## src/rtl/soundrive_dac.sv

```systemverilog
// Purpose : Z80 I/O-mapped multi-channel 8-bit DAC latch (SpecDrum / Soundrive / Covox) with a two-stage L/R mixer.
// Latency : a channel write appears on left/right 2 ce ticks after the strobe edge; valid pulses on every ce.
// Backpr. : none -- the bus write is always accepted and the mixer output is free-running on ce.
//
// Ports:
//   reset       async active-low reset
//   clock       system clock
//   ce          clock enable; all state except reset advances only when ce=1
//   iorq, wr    Z80 IORQ_n / WR_n, active-low
//   a, d        I/O address low byte and data bus
//   mode        0 = SpecDrum (SD_PORT loads every channel), 1 = Soundrive (one port per channel)
//   left/right  registered mix of the lower / upper half of the channels
//   valid       one-clock pulse whenever left/right are updated
//
// Optional build macro: SOUNDRIVE_SIGNED_EN
//   Channels are treated as offset-binary and converted to two's complement before mixing,
//   so that the midscale reset value mixes to 0 and left/right become signed.

module soundrive_dac #(
    parameter int          DW        = 8,
    parameter int          CHANNELS  = 4,
    parameter logic [7:0]  PORT_BASE = 8'h0F,
    parameter logic [7:0]  SD_PORT   = 8'hDF,
    parameter int          OW        = DW + $clog2(CHANNELS / 2) + 1
) (
    input  logic                  reset,
    input  logic                  clock,
    input  logic                  ce,
    input  logic                  iorq,
    input  logic                  wr,
    input  logic [7:0]            a,
    input  logic [DW-1:0]         d,
    input  logic                  mode,
`ifdef SOUNDRIVE_SIGNED_EN
    output logic signed [OW-1:0]  left,
    output logic signed [OW-1:0]  right,
`else
    output logic [OW-1:0]         left,
    output logic [OW-1:0]         right,
`endif
    output logic                  valid
);

    localparam int            HALF = CHANNELS / 2;
    localparam logic [DW-1:0] MID  = {1'b1, {(DW-1){1'b0}}};

    generate
        if (CHANNELS != 2 && CHANNELS != 4) begin : g_bad_channels
            $error("soundrive_dac: CHANNELS must be 2 or 4");
        end
    endgenerate

    // Soundrive port of channel i: bit 0 of the index sets A4, bit 1 sets A6.
    function automatic logic [7:0] chan_port(input int idx);
        logic [7:0] p;
        p = PORT_BASE;
        if (idx[0]) p = p | 8'h10;
        if (idx[1]) p = p | 8'h40;
        return p;
    endfunction

    // Widen a channel to the mixer width, unsigned or offset-binary -> two's complement.
    function automatic logic [OW-1:0] widen(input logic [DW-1:0] ch);
`ifdef SOUNDRIVE_SIGNED_EN
        return {{(OW-DW){~ch[DW-1]}}, ~ch[DW-1], ch[DW-2:0]};
`else
        return {{(OW-DW){1'b0}}, ch};
`endif
    endfunction

    // ------------------------------------------------------------------
    // Write strobe: first ce tick of an IORQ_n & WR_n low cycle only.
    // ------------------------------------------------------------------
    logic wcyc;
    logic wprev;
    logic strobe;

    assign wcyc   = !iorq && !wr;
    assign strobe = ce && wcyc && !wprev;

    always_ff @(posedge clock or negedge reset) begin
        if (!reset) begin
            wprev <= 1'b0;
        end else if (ce) begin
            wprev <= wcyc;
        end
    end

    // ------------------------------------------------------------------
    // Address decode; mode is taken as it stands on the strobe clock.
    // ------------------------------------------------------------------
    logic [CHANNELS-1:0] ld;

    always_comb begin
        ld = '0;
        if (strobe) begin
            if (!mode) begin
                if (a == SD_PORT) ld = '1;
            end else begin
                for (int i = 0; i < CHANNELS; i++) begin
                    if (a == chan_port(i)) ld[i] = 1'b1;
                end
            end
        end
    end

    // ------------------------------------------------------------------
    // Channel registers (strobe already includes ce).
    // ------------------------------------------------------------------
    logic [DW-1:0] chan [CHANNELS];

    always_ff @(posedge clock or negedge reset) begin
        if (!reset) begin
            for (int i = 0; i < CHANNELS; i++) chan[i] <= MID;
        end else begin
            for (int i = 0; i < CHANNELS; i++) begin
                if (ld[i]) chan[i] <= d;
            end
        end
    end

    // ------------------------------------------------------------------
    // Mixer: stage 1 registers the half sums, stage 2 presents them.
    // OW is sized so that the sum of HALF full-scale channels cannot wrap.
    // ------------------------------------------------------------------
    logic [OW-1:0] sum_l;
    logic [OW-1:0] sum_r;
    logic [OW-1:0] sl;
    logic [OW-1:0] sr;

    always_comb begin
        sum_l = '0;
        sum_r = '0;
        for (int i = 0; i < CHANNELS; i++) begin
            if (i < HALF) sum_l = sum_l + widen(chan[i]);
            else          sum_r = sum_r + widen(chan[i]);
        end
    end

    always_ff @(posedge clock or negedge reset) begin
        if (!reset) begin
            sl    <= '0;
            sr    <= '0;
            left  <= '0;
            right <= '0;
            valid <= 1'b0;
        end else begin
            valid <= ce;
            if (ce) begin
                sl    <= sum_l;
                sr    <= sum_r;
                left  <= sl;
                right <= sr;
            end
        end
    end

endmodule

```

## config.mk

```make
export PLATFORM = sky130hd
export DESIGN_NAME = soundrive_dac
export DESIGN_NICKNAME = d
export VERILOG_FILES = /design/src/rtl/soundrive_dac.sv
export SDC_FILE = /design/constraint.sdc
export NUM_CORES = 1
export LEC_CHECK = 0
export BUFFER_PORTS_ARGS = -buffer_cell sky130_fd_sc_hd__buf_2
export CAP_MARGIN = 5
export CORE_MARGIN = 10
export CORE_UTILIZATION = 39
export CTS_CLUSTER_SIZE = 10
export DETAILED_ROUTE_END_ITERATION = 6
export PLACE_DENSITY = 0.65
export SYNTH_ARGS = -nofsm -noshare
export SYNTH_HDL_FRONTEND = slang
export SYNTH_SLANG_ARGS = --single-unit
export TNS_END_PERCENT = 50
```

## constraint.sdc

```tcl
create_clock -name clock -period 2.4 [get_ports clock]
set_clock_uncertainty 0.2 [all_clocks]
set_input_delay 0.24 -clock clock [delete_from_list [all_inputs] [get_ports clock]]
set_output_delay 0.24 -clock clock [all_outputs]
set_load 0.1 [all_outputs]
```

==> results_dict.tcl <==
set metrics [dict create \
    vias_per_cell 5.03 \
    p_leak_nw 2.06 \
    synth_ff_type "dfrtp_1" \
    drtPass1Iterations 4 \
    worstPathRequired_ps 2420 \
    path_clk_slew_ps 80 \
    ys_async_sr_fraction 1.00 \
    pin_count 43 \
    grt_pass1_vias 2151 \
    fp.dieW_um 113 \
    cp_max_fo 3 \
    power_density_mw_per_mm2 645 \
    coreArea_sq_mm 0.00830 \
    use_met2 0.156 \
    end_kind "flop" \
    fin_cells 412 \
    initial_core_util 0.404 \
    drc 0 \
    initialDrtViolationCount 63 \
    cts_buffer_depth 2 \
    yosys.area_share.xor_xnor 0.0235 \
    gp_congestion 0.817 \
    die_h_um 113 \
    worst_slack_ps 135 \
    cts_root_buffer "clkbuf_8" \
    synthToLayoutAreaGrowth_pct 17.5 \
    post-dp-hpwl_mm 4.60 \
    antenna_cells 0 \
    multi_input_area_sq_mm 0.00152 \
    maxSlewViolCount 0 \
    grt_pass1_wl_mm 10.6 \
    yosysSeqAreaShare 0.524 \
    synth_top_family_by_area "multiplexers" \
    layout_common_cells "dfrtp_1 (66), mux2_2 (60), buf_2 (40)" \
    wirelength_mm 6.23 \
    crit_path_start_kind "flop" \
    grt_overflow_total 0 \
    synth_edf_count 0 \
    antenna_left 0 \
    rsz0062_at_grt "no" \
    grt_use_met1 0.130 \
    totalNegativeSetupSlack_ps 0 \
    syn-cell-area_sq_mm 0.00335 \
    ys_seq_elements 70 \
    cts_made_buffers 9 \
    hold_viol_final 0 \
    period_needed_ps 2270 \
    insertion_delay_ps 330 \
    maxCapViolCount 0 \
    synthCells 251 \
    synthSimpleGateAreaFrac 0.0675 \
    ys_warn_count 0 \
    place_inst 390 \
    n_fill_cell 758 \
    finalNetCount 342 \
    final_common_cell "dfrtp_1" \
    antenna_found_initial 0 \
    hold_path.class "in -> reg" \
    vias 2073 \
    synth_fa_ha_area_frac 0.0716 \
    seq_area_sq_mm 0.00176 \
    cts_tree "done" \
    fmax_ghz 0.441 \
    setup.worst_path.class "reg -> reg" \
    irDropWorstVdd_mv 0.285 \
    drive_gt1_frac 0.410 \
    grtUsageMet3 0.0185 \
    finalCritPeriodShare 0.944 \
    grt_max_degree 71 \
    arrival_ps 2280 \
    avgRoutedWirePerCell_um 15.1 \
    port_buffers 40 \
    top_usage_layer "met2" \
    place_ws_ps 162 \
    cts_num_sinks 70 \
    cts_max_level 3 \
    core.rowCount 33 \
    finalSetupViolations 0 \
    dieArea_sq_mm 0.0127 \
    ys_types 45 \
    synth_compound_area_frac 0.0836 \
    avgSynthCellArea_sq_um 13.4 \
    track_usage 0.0994 \
    status "complete, no violations" \
    yosys-mux-area-fraction 0.204 \
]
## path summary, 6_finish.rpt
kind | from | end | slack [ps] | depth (start not counted)
worst max-delay path | chan[16]$_DFFE_PN0P_ | sl[6]$_DFFE_PN0P_ | 130 | 6
worst min-delay path | d[0] | chan[0]$_DFFE_PN0P_ | 10 | 2
worst max register to register | chan[16]$_DFFE_PN0P_ | sl[6]$_DFFE_PN0P_ | 130 | 6
worst min register to register | sr[6]$_DFFE_PN0P_ | sr[6]$_DFFE_PN0P_ | 280 | 2
max in group asynchronous | reset | chan[31]$_DFFE_PN1P_ | 1400 | 3
min in group asynchronous | reset | sr[0]$_DFFE_PN0P_ | 250 | 3
## worst max-delay path, stage by stage, from the launching register on
cell and delay [ps]:
dfrtp_1 380, ha_1 240, fa_1 410, a21o_1 190, a221oi_1 380, xnor2_1 100, mux2_2 270
## flip-flops by register name (all words and copies together) (netlist names)
name,count
chan,32
sl,9
left,9
right,9
wprev,1
valid,1
sr,9
## what timing repair did
action,4_1_cts,5_1_grt
resized for setup,0,0
endpoints found under the setup margin,0,0
hold endpoints to repair,72,0
setup buffers,0,0
hold buffers,6,0
## layer usage
metal	wire [um]	part of all wire
met4	70	0.011
met3	236	0.038
met5	0	0
met1	2940	0.47
met2	2980	0.48
## area by class of cell
class                      count  area share
clock buffer                  10      0.0349
clock inverter                 6      0.0216
inverter                       6     0.00572
multi-input combinational    167       0.386
sequential                    70       0.446
tap                          105      0.0333
timing repair buffer          48      0.0730
## stage by stage
step / power [W] / instance area (sq um) / hold slack [ps] / util
2_1_floorplan: 0.00144 / 3360 / -256 / -
3_3_place_gp: 0.00153 / 3660 / 87.1 / 0.441
3_5_place_dp: 0.00153 / 3660 / 91.7 / 0.441
4_1_cts: 0.00257 / 3940 / 1.39 / 0.475
5_1_grt: 0.00264 / 3940 / 14.5 / 0.475
6_report: 0.00254 / 3940 / 10.3 / 0.475
## kinds of logic (layout without fill, tap and decap cells)
group                    Yosys count  count (layout)
AO/OA/AOI/OAI                     40              40
other                              1               2
XOR/XNOR                           9               9
buffers and inverters             15              70
multiplexers                      61              61
adder cells (fa/ha/maj)           18              18
AND/OR/NAND/NOR                   37              37
flip-flops                        70              70
## Yosys cell counts (all sizes together) (3+ instances only)
library cell | instances | area, sq um
o21ai | 9 | 48.8
xor2 | 3 | 26.3
nand3 | 4 | 20.0
xnor2 | 6 | 52.6
dfstp | 4 | 105
dfrtp | 66 | 1650
o21a | 3 | 22.5
a21oi | 7 | 35.0
ha | 16 | 200
nor2 | 5 | 18.8
nand2 | 9 | 33.8
o31ai | 3 | 22.5
mux2 | 60 | 676
and3 | 3 | 18.8
nand2b | 3 | 18.8
o211ai | 3 | 22.5
nor3 | 4 | 20.0
buf | 7 | 52.5
a21o | 4 | 30.0
inv | 6 | 22.5
## where the power goes
group / total, W / switching [W] / internal (W)
Sequential: 0.00123 / 0.0000171 / 0.00121
Combinational: 0.000284 / 0.000207 / 0.0000777
Clock: 0.00103 / 0.000417 / 0.000609
(Power assumes the default switching activity.)
